`config.mk`:
```
export PLATFORM = sky130hd
export DESIGN_NAME = fetch_decode_queue
export DESIGN_NICKNAME = d
export VERILOG_FILES = /design/src/rtl/fetch_decode_queue.sv
export SDC_FILE = /design/constraint.sdc
export NUM_CORES = 1
export LEC_CHECK = 0
export ABC_CLOCK_PERIOD_IN_PS = 6200
export BUFFER_PORTS_ARGS = -buffer_cell sky130_fd_sc_hd__clkbuf_2
export CAP_MARGIN = 10
export CORE_UTILIZATION = 45
export DETAILED_ROUTE_END_ITERATION = 12
export MAX_ROUTING_LAYER = met4
export PLACE_DENSITY = 0.79
export SETUP_SLACK_MARGIN = 0.05
export SLEW_MARGIN = 20
export SYNTH_ARGS = -nofsm -noshare
export SYNTH_HDL_FRONTEND = slang
export SYNTH_SLANG_ARGS = --single-unit
```
`constraint.sdc`:
```
create_clock -name clk -period 6.2 [get_ports clk]
set_input_delay 0.31 -clock clk [delete_from_list [all_inputs] [get_ports clk]]
set_output_delay 0.31 -clock clk [all_outputs]
set_load 0.01 [all_outputs]
```
`src/rtl/fetch_decode_queue.sv`:
```
// fetch_decode_queue: FIFO boundary between the fetch and decode stages.
// Holds {errF, incPCF, instrF} per entry. Absorbs decode stalls and drops every
// queued word on a flush. When empty, decode sees NOP_INSTR with validD low.
// Optional macro FDQ_HALT_STOP_EN: a pushed HALT word (16'h0000) blocks further
// pushes until the next flush or reset.
module fetch_decode_queue #(
    parameter int unsigned DEPTH     = 2,
    parameter logic [15:0] NOP_INSTR = 16'h0800
) (
    input  logic                     clk,
    input  logic                     rst,
    input  logic [15:0]              instrF,
    input  logic [15:0]              incPCF,
    input  logic                     errF,
    input  logic                     validF,
    output logic                     readyF,
    output logic [15:0]              instrD,
    output logic [15:0]              incPCD,
    output logic                     errD,
    output logic                     validD,
    input  logic                     stallD,
    input  logic                     flush,
    output logic [$clog2(DEPTH):0]   count
);

    localparam int unsigned PtrW = $clog2(DEPTH);
    localparam int unsigned CntW = PtrW + 1;
    localparam logic [CntW-1:0] FullCnt = CntW'(DEPTH);

    // Entry layout: {err, incPC, instr}
    logic [32:0]     mem_q [DEPTH];
    logic [32:0]     mem_d [DEPTH];
    logic [PtrW-1:0] rd_ptr_q, rd_ptr_d;
    logic [PtrW-1:0] wr_ptr_q, wr_ptr_d;
    logic [CntW-1:0] count_q, count_d;
    logic            push;
    logic            pop;

`ifdef FDQ_HALT_STOP_EN
    logic halt_q, halt_d;

    // Latch a pushed HALT word; only flush (or reset) reopens the queue.
    always_comb begin
        halt_d = halt_q;
        if (flush) begin
            halt_d = 1'b0;
        end else if (push && (instrF == 16'h0000)) begin
            halt_d = 1'b1;
        end
    end

    // Halt flag register.
    always_ff @(posedge clk or negedge rst) begin
        if (!rst) begin
            halt_q <= 1'b0;
        end else begin
            halt_q <= halt_d;
        end
    end

    assign readyF = (count_q != FullCnt) && !halt_q;
`else
    // No full-bypass: a pop in the same cycle does not reopen a full queue.
    assign readyF = (count_q != FullCnt);
`endif

    assign validD = (count_q != '0);
    assign push   = validF && readyF && !flush;
    assign pop    = validD && !stallD && !flush;
    assign count  = count_q;

    // Head presentation; NOP when nothing is queued.
    always_comb begin
        instrD = NOP_INSTR;
        incPCD = 16'h0000;
        errD   = 1'b0;
        if (validD) begin
            instrD = mem_q[rd_ptr_q][15:0];
            incPCD = mem_q[rd_ptr_q][31:16];
            errD   = mem_q[rd_ptr_q][32];
        end
    end

    // Pointer, occupancy and storage next-state; flush overrides everything.
    always_comb begin
        rd_ptr_d = rd_ptr_q;
        wr_ptr_d = wr_ptr_q;
        count_d  = count_q;
        mem_d    = mem_q;
        if (flush) begin
            rd_ptr_d = '0;
            wr_ptr_d = '0;
            count_d  = '0;
        end else begin
            if (push) begin
                mem_d[wr_ptr_q] = {errF, incPCF, instrF};
                wr_ptr_d        = wr_ptr_q + PtrW'(1);
            end
            if (pop) begin
                rd_ptr_d = rd_ptr_q + PtrW'(1);
            end
            if (push && !pop) begin
                count_d = count_q + CntW'(1);
            end else if (pop && !push) begin
                count_d = count_q - CntW'(1);
            end
        end
    end

    // Control state with asynchronous clear.
    always_ff @(posedge clk or negedge rst) begin
        if (!rst) begin
            rd_ptr_q <= '0;
            wr_ptr_q <= '0;
            count_q  <= '0;
        end else begin
            rd_ptr_q <= rd_ptr_d;
            wr_ptr_q <= wr_ptr_d;
            count_q  <= count_d;
        end
    end

    // Entry storage needs no reset; unread slots are never presented.
    always_ff @(posedge clk) begin
        mem_q <= mem_d;
    end

endmodule

```
### Yosys cells after proc, flatten, opt, wreduce, memory -nomap -nowiden

Cells that the tools add are included.

| storage, ports and cells | value |
|---|---|
| output and inout bits | 37 |
| register bits after elaboration | 70 |
| logic and storage cells | 48 |
| input port bits | 38 |

| operators by class | value |
|---|---|
| add/sub/neg operators | 4 |
| reduce and logical (&&, ||, !) cells | 16 |
| mux-type cells | 16 |
| magnitude comparators | 3 |
| equality and inequality tests | 1 |
| bitwise operators | 3 |

Operators by type and width:

| cell | count |
|---|---|
| $mux 33 | 4 |
| $bwmux 66 | 1 |
| $demux 33 s1 | 1 |
| $mux 16 | 2 |
| $logic_and 1x1->1 | 7 |
| $mux 2 | 3 |
| $reduce_bool 2->1 | 3 |
| $mux 1 | 5 |
| $ge 2x2->1 const B | 2 |
| $logic_not 1->1 | 4 |
| $not 1->2 | 2 |
| $reduce_bool 3->1 | 1 |
| $add 1x1->1 const B | 2 |
| $add 2x1->2 const B | 1 |
| $lt 2x1->1 const B | 1 |
| $ne 2x2->1 const B | 1 |
| $reduce_and 2->1 | 1 |
| $sub 2x1->2 const B | 1 |
| $not 1->1 | 1 |

### Depth between registers and ports, before layout

Gate-level depths: netlist (run 1).

| logic depth | value |
|---|---|
| word-level depth | 8 |
| mapped depth | 4 |

### Worst setup path after synthesis (run 1)

OpenSTA, ideal clock, no wires.

| path | value |
|---|---|
| path type | register to register |
| start | register count_q[1], in the netlist count[1] |
| end | register mem_q[0] (netlist bit) (enable) |
| cell stages (with the launch flop) | 5 |
| setup slack | 2.436 ns |
| setup time | 0.471 ns |
| arrival | 3.293 ns |
| period minus slack after synthesis | 3.764 ns |
| data required time | 5.729 ns |
| path through | dfrtp_1 nor2b_1 inv_1 nand2_1 nor3b_1 |

| on the way | value |
|---|---|
| cells in the longest elaborated chain, start to end | 4 |

RTL lines:

| item | line | source |
|---|---|---|
| start: declaration | 35 | `logic [CntW-1:0] count_q, count_d;` |
| start signal: assignment | 119 | `count_q <= count_d;` |
| $ne 2x2->1 | 64 | `assign readyF = (count_q != FullCnt);` |
| named net readyF | 16 | `output logic readyF,` |
| $logic_and 1x1->1 (2 in series) | 68 | `assign push = validF && readyF && !flush;` |
| $reduce_and 2->1 (no source line) | - |  |
| end signal: assignment | 125 | `mem_q <= mem_d;` |
| end: declaration | 31 | `logic [32:0] mem_q [DEPTH];` |

The timed path passes the listed nets, and every way through them passes these cells.
A chain may end at the register's enable or synchronous reset.

### Final worst setup path (run 1)

| path | value |
|---|---|
| start | register count_q[1], in the netlist count[1] |
| end | output port instrD[11] |

| on the way | value |
|---|---|
| cells in the longest elaborated chain, start to end | 2 |

RTL lines:

| item | line | source |
|---|---|---|
| $reduce_bool 2->1 | 67 | `assign validD = (count_q != '0);` |
| $mux 16 | 77 | `if (validD) begin` |
| end: declaration | 17 | `output logic [15:0] instrD,` |

Every way passes these cells.

==> impl_metrics.toml, run 1 <==
[timing]
drv_slew = 0
setup_viol = 0
clock_skew_ps = 7.01
fin_crit_sh_pct = 37.0
fmax_mhz = 436
setup-tns-final_ps = 0
min_period_ps = 2290
rsz0062_at_grt = "false"
relSlewSlack_pct = 34.2
tightest_slew_ps = 987
hold_violations = 0

[critical_path]
critPathLaunchType = "register"
critPathKind = "reg2out"
slowest_stage = "nor2_2"
cp.arrival_ps = 1980
critPathMaxStageDelay_ps = 560
cp-end-kind = "output port"
crit_required_ps = 5890
crit_chain = "nor2_2, buf_4, inv_1, nand2_1, clkbuf_2"
worst-path-max-fanout = 20

[placed_design]
gp_congestion = 0.687
dp_hpwl_mm = 2.96
placed_area_sq_um = 3170
port_buffers = 74
dpl.cell_count = 309

[route]
avgViaCountPerCell = 4.92
drt_iter0_drc = 89
vias = 1604
drcViolationCount = 0
drt-total-wl_mm = 4.46
dr.pass1.iters = 4
routedWlPerCell_um = 13.7
postRouteAntennaNets = 0

[grt]
met2_usage_pct = 25.0
busiest_layer = "met2"
grt.met1_usage_pct = 17.7
grt.overflow.total = 0
grt_pass1_wl_mm = 6.89
antenna_found_initial = 0
first_global_vias = 1491
grt_max_degree = 36
track_usage_pct = 15.9
use_met3_pct = 4.57

[finish]
nets = 287
insertedDiodeCount = 0
fillers = 442
layout_common_cells = "74 x clkbuf_2, 66 x edfxtp_1, 33 x mux2i_1, 33 x nor2_1, 9 x clkbuf_8"
utilization_pct = 60.0
postLayoutCellArea_sq_um = 3380
syn_to_final_growth_pct = 24.8
drive_gt1_share_pct = 37.0
fin_cells = 326
layout_commonest_cell = "clkbuf_2"

[yosys]
synthMuxAreaShare_pct = 12.2
yosys_warnings = 0
synth_compound_area_share_pct = 1.66
yosysSeqAreaShare_pct = 76.8
ys_ff_latch = 70
synth_area_sq_um = 2710
postSynthAreaPerCell_sq_um = 16.2
synth_top_family_by_area = "multiplexers"
yosysUniqueCellTypes = 20
synthSimpleGateAreaFrac_pct = 7.34
synth_fa_ha_area_share_pct = 0
syn_inst = 167
synth_xor_xnor_area_share_pct = 0
synth_nets = 205

[clock_tree]
cts_tree = "done"
postCtsSetupBuffers = 0
cts_hold_buf = 1
clock_sinks = 70
cts_max_level = 3
cts.clk_slew.worst_paths_ps = 70
cts-root-buf = "clkbuf_8"
cts-resized-gates = 0
clock_latency_ps = 330
clockBufferDepth = 2
cts_buffers = 9

[pwr]
p_leak_nw = 1.31
ir_drop_v = 0.000165
power_density_nw_per_um2 = 300
fin_total_pwr_mw = 1.01

[die]
die_w_um = 79.6
die_h_um = 79.6
num_io_pins = 75
rows = 27
initial_core_util_pct = 48.0
core_sq_um = 5640
dieArea_sq_um = 6340

[job]
drv_cap = 0

[worst_hold_path]
holdCritPathClass = "in2reg"

[outcome]
outcome = "finished clean"
[Yosys cell counts]
master    instances  share of area, %
nand2_1           3              0.42
buf_2             4              0.74
a31oi_1           1              0.23
a211o_1           1              0.32
nor2b_1           1              0.23
or2b_1            1              0.28
nor3_1            1              0.18
dfrtp_1           4               3.7
nand3_1           2              0.37
nor2_2            1              0.23
o21ai_0           3              0.55
buf_4             3              0.83
mux2i_1          33                12
inv_1             3              0.42
a21oi_1           3              0.55
or3_1             2              0.46
nor3b_1           1              0.28
and3b_1           1              0.32
edfxtp_1         66                73
nor2_1           33               4.6
[metrics by stage]
stage | setup WS (ps) | hold slack, ps
final | 3910 | 162
after global routing | 3690 | 149
after CTS | 3850 | 143
after detailed placement | 3890 | 123
after global placement | 3690 | 124
after floorplan | 2440 | 14.4
[critical path: cells and delay by family, from the launching register on]
kind / cells / cell delay (ps)
flops: 1 / 450
buf+inv: 3 / 560
simple gates: 2 / 620
[power by group]
| group | leakage, nW | total, mW | internal (mW) | switching [mW] |
|---|---|---|---|---|
| Sequential | 0.657 | 0.550 | 0.536 | 0.0132 |
| Clock | 0.105 | 0.375 | 0.224 | 0.151 |
| Combinational | 0.544 | 0.0905 | 0.0410 | 0.0495 |
| Total | 1.31 | 1.01 | 0.801 | 0.214 |
[registers in the layout (all words and copies together), names as in the netlist]
register	count
count	2
mem_q	66
rd_ptr_q	1
wr_ptr_q	1
[final timing paths]
| path | slack [ps] | cells past startpoint | from | end |
|---|---|---|---|---|
| hold reg to reg | 610 | 2 | wr_ptr_q$_DFFE_PN0P_ | wr_ptr_q$_DFFE_PN0P_ |
| setup reg to reg | 3930 | 5 | count[1]$_DFFE_PN0P_ | mem_q[16]$_DFFE_PP_ |
| setup / recovery | 3910 | 5 | count[1]$_DFFE_PN0P_ | instrD[11] |
| hold / removal | 160 | 1 | instrF[10] | mem_q[43]$_DFFE_PP_ |
| max in group asynchronous | 5750 | 2 | rst | rd_ptr_q$_DFFE_PN0P_ |
| min in group asynchronous | 310 | 2 | rst | rd_ptr_q$_DFFE_PN0P_ |
[kinds of logic (layout without fill, tap and decap cells)]
| group | after synthesis | after routing |
|---|---|---|
| mux | 33 | 33 |
| flops | 70 | 70 |
| compound gates | 8 | 8 |
| simple gates | 46 | 46 |
| buf+inv | 10 | 97 |
[layer usage]
layer | up-vias | share of wire, %
met1 | 758 | 42
met4 | 0 | 1.7
met2 | 61 | 49
met3 | 8 | 7.6
met5 | - | 0
li1 | 777 | -
[layout make-up]
cell class,count,area (sq um),area share (%)
inverter,3,11.3,0.333
tap,72,90.1,2.66
sequential,70,2080,61.6
multi-input combinational,87,591,17.5
clock inverter,5,73.8,2.18
timing repair buffer,78,403,11.9
clock buffer,11,131,3.88
Note: power is estimated with default switching activity, not from simulation.
==> run 2, diff against run 1 <==
--- a/config.mk
+++ b/config.mk
@@ -5,13 +5,13 @@
 export SDC_FILE = /design/constraint.sdc
 export NUM_CORES = 1
 export LEC_CHECK = 0
-export ABC_CLOCK_PERIOD_IN_PS = 6200
+export ABC_CLOCK_PERIOD_IN_PS = 2000
 export BUFFER_PORTS_ARGS = -buffer_cell sky130_fd_sc_hd__clkbuf_2
 export CAP_MARGIN = 10
 export CORE_UTILIZATION = 45
 export DETAILED_ROUTE_END_ITERATION = 12
 export MAX_ROUTING_LAYER = met4
-export PLACE_DENSITY = 0.79
+export PLACE_DENSITY = 0.82
 export SETUP_SLACK_MARGIN = 0.05
 export SLEW_MARGIN = 20
 export SYNTH_ARGS = -nofsm -noshare
==> constraint.sdc (replaced) <==
create_clock -name clk -period 2 [get_ports clk]
set_input_delay 0.1 -clock clk [delete_from_list [all_inputs] [get_ports clk]]
set_output_delay 0.1 -clock clk [all_outputs]
set_load 0.01 [all_outputs]
==> run 2 against run 1 <==
  * Clock skew decreased by 1.8 ps
  * Sequential share of layout area decreased by 6.1 points
  * Non-clock buffer count increased by 38
  * Global-route usage increased by 2.0 points
  * Worst setup slack got worse by 3700 ps
  * Cell area increased by 11%
  * Hold slack got worse by 96 ps
  * Sequential power increased to 3.1 times the previous value
  * Flip-flop and latch count unchanged
  * Cell count increased by 11%
  * Largest power group unchanged
==> impl_metrics.toml, run 2 (same netlist as run 1, synthesis figures left out) <==
[clock_tree]
cts_buffers = 9
clockBufferDepth = 2
postCtsSetupBuffers = 0
cts-resized-gates = 0
clock_latency_ps = 330
clock_sinks = 70
cts-root-buf = "clkbuf_8"
cts_tree = "done"
cts.clk_slew.worst_paths_ps = 70
cts_max_level = 3
cts_hold_buf = 34

[finish]
multi_input_area_sq_um = 612
layout_common_cells = "74 x clkbuf_2, 66 x edfxtp_1, 34 x dlygate4sd3_1"
largest_reg_flops = 66
regMostFlops = "mem_q"
insertedDiodeCount = 0
fin_cells = 363
fillers = 415
seq_area_sq_um = 2080
syn_to_final_growth_pct = 38.7
layout_commonest_cell = "clkbuf_2"
nets = 325
drive_gt1_share_pct = 35.1
postLayoutCellArea_sq_um = 3760

[route]
postRouteAntennaNets = 0
vias = 1739
drt_iter0_drc = 73
drcViolationCount = 0
avgViaCountPerCell = 4.79
drt-total-wl_mm = 5.00
dr.pass1.iters = 4
routedWlPerCell_um = 13.8

[critical_path]
slowest_stage = "dfrtp_2"
worst-path-max-fanout = 16
critPathKind = "reg2out"
crit_required_ps = 1900
path_delay_family = "flip-flops"
crit_buf_inv = 2
crit_chain = "buf_4, mux2i_1, nor2_1, clkbuf_2"
critPathMaxStageDelay_ps = 660
critPathLaunchType = "register"
cp.arrival_ps = 1670
cp-end-kind = "output port"

[die]
rows = 27
die_h_um = 79.6
num_io_pins = 75
die_w_um = 79.6
core_sq_um = 5640
dieArea_sq_um = 6340
initial_core_util_pct = 48.0

[placed_design]
placed_area_sq_um = 3240
dpl.cell_count = 314
port_buffers = 74
dp_hpwl_mm = 3.31
gp_congestion = 0.704

[job]
drv_cap = 0

[grt]
busiest_layer = "met2"
first_global_vias = 1776
grt_max_degree = 23
grt_pass1_wl_mm = 7.94
antenna_found_initial = 0
track_usage_pct = 17.9
grt.overflow.total = 0
met2_usage_pct = 32.6
use_met3_pct = 4.23
grt.met1_usage_pct = 17.9

[timing]
clock_skew_ps = 5.23
relSlewSlack_pct = 69.4
hold_ws_ps = 66.5
rsz0062_at_grt = "false"
hold_violations = 0
tightest_slew_ps = 460
setup_viol = 0
setup-tns-final_ps = 0
fmax_mhz = 565
drv_slew = 0
fin_crit_sh_pct = 88.5
min_period_ps = 1770

[pwr]
fin_total_pwr_mw = 3.09
ir_drop_v = 0.000616
power_density_nw_per_um2 = 821
p_leak_nw = 1.46

[outcome]
outcome = "finished clean"

[worst_hold_path]
holdCritPathClass = "in2reg"
[run 2: changes by cell type in the layout (fill, tap and decap cells not counted), sizes merged]
cell         change
clkbuf           -2
buf              +5
bufinv           -1
dlygate4sd3     +33
clkinv           +1
clkinvlp         +1
[run 2: metrics by stage]
| step | worst slack, ps | utilization, % |
|---|---|---|
| 2_1_floorplan | -69.8 | - |
| 3_3_place_gp | 469 | 57.4 |
| 3_5_place_dp | 403 | 57.4 |
| 4_1_cts | 193 | 66.6 |
| 5_1_grt | 103 | 66.6 |
| 6_report | 230 | 66.6 |
[run 2: metal layers]
layer  part of all wire, %  vias to the layer above
li1                      -                      856
met1                    38                      824
met2                    56                       53
met3                   4.7                        6
met4                   1.1                        0
met5                     0                        -
[run 2: final timing paths]
path	startpoint	depth (start not counted)	to	slack, ps
max reg2reg	count[1]$_DFFE_PN0P_	5	mem_q[0]$_DFFE_PP_	400
min reg2reg	count[1]$_DFFE_PN0P_	2	count[1]$_DFFE_PN0P_	630
min in group asynchronous	rst	2	rd_ptr_q$_DFFE_PN0P_	110
max in group asynchronous	rst	2	count[1]$_DFFE_PN0P_	1760
min	flush	2	count[1]$_DFFE_PN0P_	70
max	rd_ptr_q$_DFFE_PN0P_	4	instrD[7]	230
[run 2: cell type report]
| cell class | count | share of cell area [%] |
|---|---|---|
| clock inverter | 6 | 1.43 |
| multi-input combinational | 87 | 16.3 |
| sequential | 70 | 55.5 |
| timing repair buffer | 116 | 20.8 |
| tap | 72 | 2.40 |
| inverter | 3 | 0.300 |
| clock buffer | 9 | 3.30 |
[run 2: power by group]
part	internal [mW]	total (mW)	switching [mW]	leakage, nW
clock network	0.554	1.03	0.474	0.0876
logic	0.181	0.365	0.184	0.714
registers	1.66	1.69	0.0296	0.656
==> run 3, diff against run 2 <==
--- a/config.mk
+++ b/config.mk
@@ -11,7 +11,7 @@
 export CORE_UTILIZATION = 45
 export DETAILED_ROUTE_END_ITERATION = 12
 export MAX_ROUTING_LAYER = met4
-export PLACE_DENSITY = 0.82
+export PLACE_DENSITY_LB_ADDON = 0.3
 export SETUP_SLACK_MARGIN = 0.05
 export SLEW_MARGIN = 20
 export SYNTH_ARGS = -nofsm -noshare
==> run 3 against run 2 <==
  * Utilization decreased by 0.11 points
  * Global-route usage decreased by 0.73 points
  * Clock-buffer cell count increased by 2
  * Flip-flop and latch count unchanged
  * Register-to-register slack improved by 80 ps
  * Clock power about the same
  * Power decreased by 0.63%
  * Sequential power about the same
  * Maximum frequency decreased by 1.5%
  * Critical path type unchanged
  * Critical endpoint is now instrD[4]
  * Largest cell class unchanged
==> impl_metrics.toml, run 3 (same netlist as run 1, synthesis figures left out) <==
[outcome]
outcome = "finished clean"

[clock_tree]
cts-root-buf = "clkbuf_8"
clock_sinks = 70
clockBufferDepth = 2
cts_buffers = 9
cts_max_level = 3
postCtsSetupBuffers = 0
cts-resized-gates = 0
cts_tree = "done"
clock_latency_ps = 330
cts.clk_slew.worst_paths_ps = 70

[finish]
nets = 322
largest_reg_flops = 66
drive_gt1_share_pct = 33.8
syn_to_final_growth_pct = 38.5
layout_commonest_cell = "clkbuf_2"
insertedDiodeCount = 0
regMostFlops = "mem_q"
fillers = 389
layout_common_cells = "74 x clkbuf_2, 66 x edfxtp_1, 34 x dlygate4sd3_1"

[grt]
grt.overflow.total = 0
track_usage_pct = 17.2
grt_pass1_wl_mm = 7.39
grt_max_degree = 34
first_global_vias = 1614
antenna_found_initial = 0

[timing]
clock_skew_ps = 4.11
min_period_ps = 1800
finalWorstSetupSlack_ps = 204
relSlewSlack_pct = 66.7
fin_crit_sh_pct = 89.8
fmax_mhz = 557
setup_viol = 0
hold_ws_ps = 67.8
tightest_slew_ps = 500
drv_slew = 0
rsz0062_at_grt = "false"
hold_violations = 0

[route]
dr.pass1.iters = 4
drt_iter0_drc = 74
postRouteAntennaNets = 0
drt-total-wl_mm = 4.86
drcViolationCount = 0
routedWlPerCell_um = 13.5
vias = 1729
avgViaCountPerCell = 4.82

[placed_design]
gp_congestion = 0.807
dp_hpwl_mm = 2.91
port_buffers = 74
place_ws_ps = 493

[critical_path]
r2r-end = "mem_q[29]$_DFFE_PP_"
crit_chain = "buf_12, mux2i_1, nor2_1, clkbuf_2"
worst-path-max-fanout = 18
crit_required_ps = 1900
critPathLaunchType = "register"
cp.arrival_ps = 1700
critPathMaxStageDelay_ps = 680
r2r_cells = 5
reg2reg_slack_ps = 480
slowest_stage = "dfrtp_2"
r2r-start = "count[1]$_DFFE_PN0P_"
cp-end-kind = "output port"
critPathKind = "reg2out"

[die]
die_w_um = 79.6
num_io_pins = 75
dieArea_sq_um = 6340
initial_core_util_pct = 48.0
rows = 27
die_h_um = 79.6
core_sq_um = 5640

[worst_hold_path]
min_from = "flush"
hold-path-cell-count = 2
hold_path_end = "count[1]$_DFFE_PN0P_"
holdCritPathClass = "in2reg"

[pwr]
ir_drop_v = 0.000629
fin_total_pwr_mw = 3.07
p_leak_nw = 1.44
power_density_nw_per_um2 = 817

[job]
drv_cap = 0
[run 3: cell type report]
| type | count | area (sq um) | share of cell area, % |
|---|---|---|---|
| clock inverters | 3 | 37.5 | 1.00 |
| multi-input cells | 87 | 612 | 16.3 |
| flip-flops and latches | 70 | 2080 | 55.6 |
| repair buffers | 113 | 786 | 20.9 |
| well taps | 72 | 90.1 | 2.40 |
| inverters | 3 | 11.3 | 0.300 |
| clock buffers | 11 | 131 | 3.50 |
[run 3: metrics by stage]
stage	cells	utilization (%)	cell area, sq um	TNS [ps]
after floorplan	167	-	2750	-2300
after global placement	311	57.5	3240	0
after detailed placement	311	57.5	3240	0
after CTS	359	66.5	3750	0
after global routing	359	66.5	3750	0
final	359	66.5	3750	0
[run 3: per-layer routing]
metal  track usage, %  up-vias  wire (um)
met5                -        -          0
met3             4.11        8        175
met1             18.8      821       2030
met2             28.7       50       2550
li1                 -      850          -
met4             9.82        0        102
[run 3: what timing repair did]
action / in CTS / in global routing
endpoints found under the hold margin: 70 / 0
hold buffers: 34 / 0
endpoints found under the setup margin: 0 / 0
[run 3: how the worst max path moves through the flow]
stage | cells past startpoint | from | slack (ps) | endpoint
6_report | 4 | rd_ptr_q$_DFFE_PN0P_ | 200 | instrD[4]
5_1_grt | 4 | rd_ptr_q$_DFFE_PN0P_ | 70 | instrD[4]
4_1_cts | 4 | rd_ptr_q$_DFFE_PN0P_ | 180 | instrD[4]
3_5_place_dp | 5 | count[1]$_DFFE_PN0P_ | 490 | mem_q[3]$_DFFE_PP_
3_3_place_gp | 5 | count[1]$_DFFE_PN0P_ | 530 | mem_q[10]$_DFFE_PP_
2_1_floorplan | 4 | count[1]$_DFFE_PN0P_ | -70 | mem_q[0]$_DFFE_PP_
[run 3: critical path, delay by kind of cell, from the launching register on]
kind / cells / cell delay (ps)
and+or+nand+nor: 1 / 60
DFF: 1 / 680
buffers and inverters: 2 / 380
muxes: 1 / 230
[run 3: report_power, final]
part           internal (mW)  switching [mW]
Combinational          0.182           0.183
Clock                  0.555           0.453
Sequential              1.66          0.0295
Total                   2.40           0.666
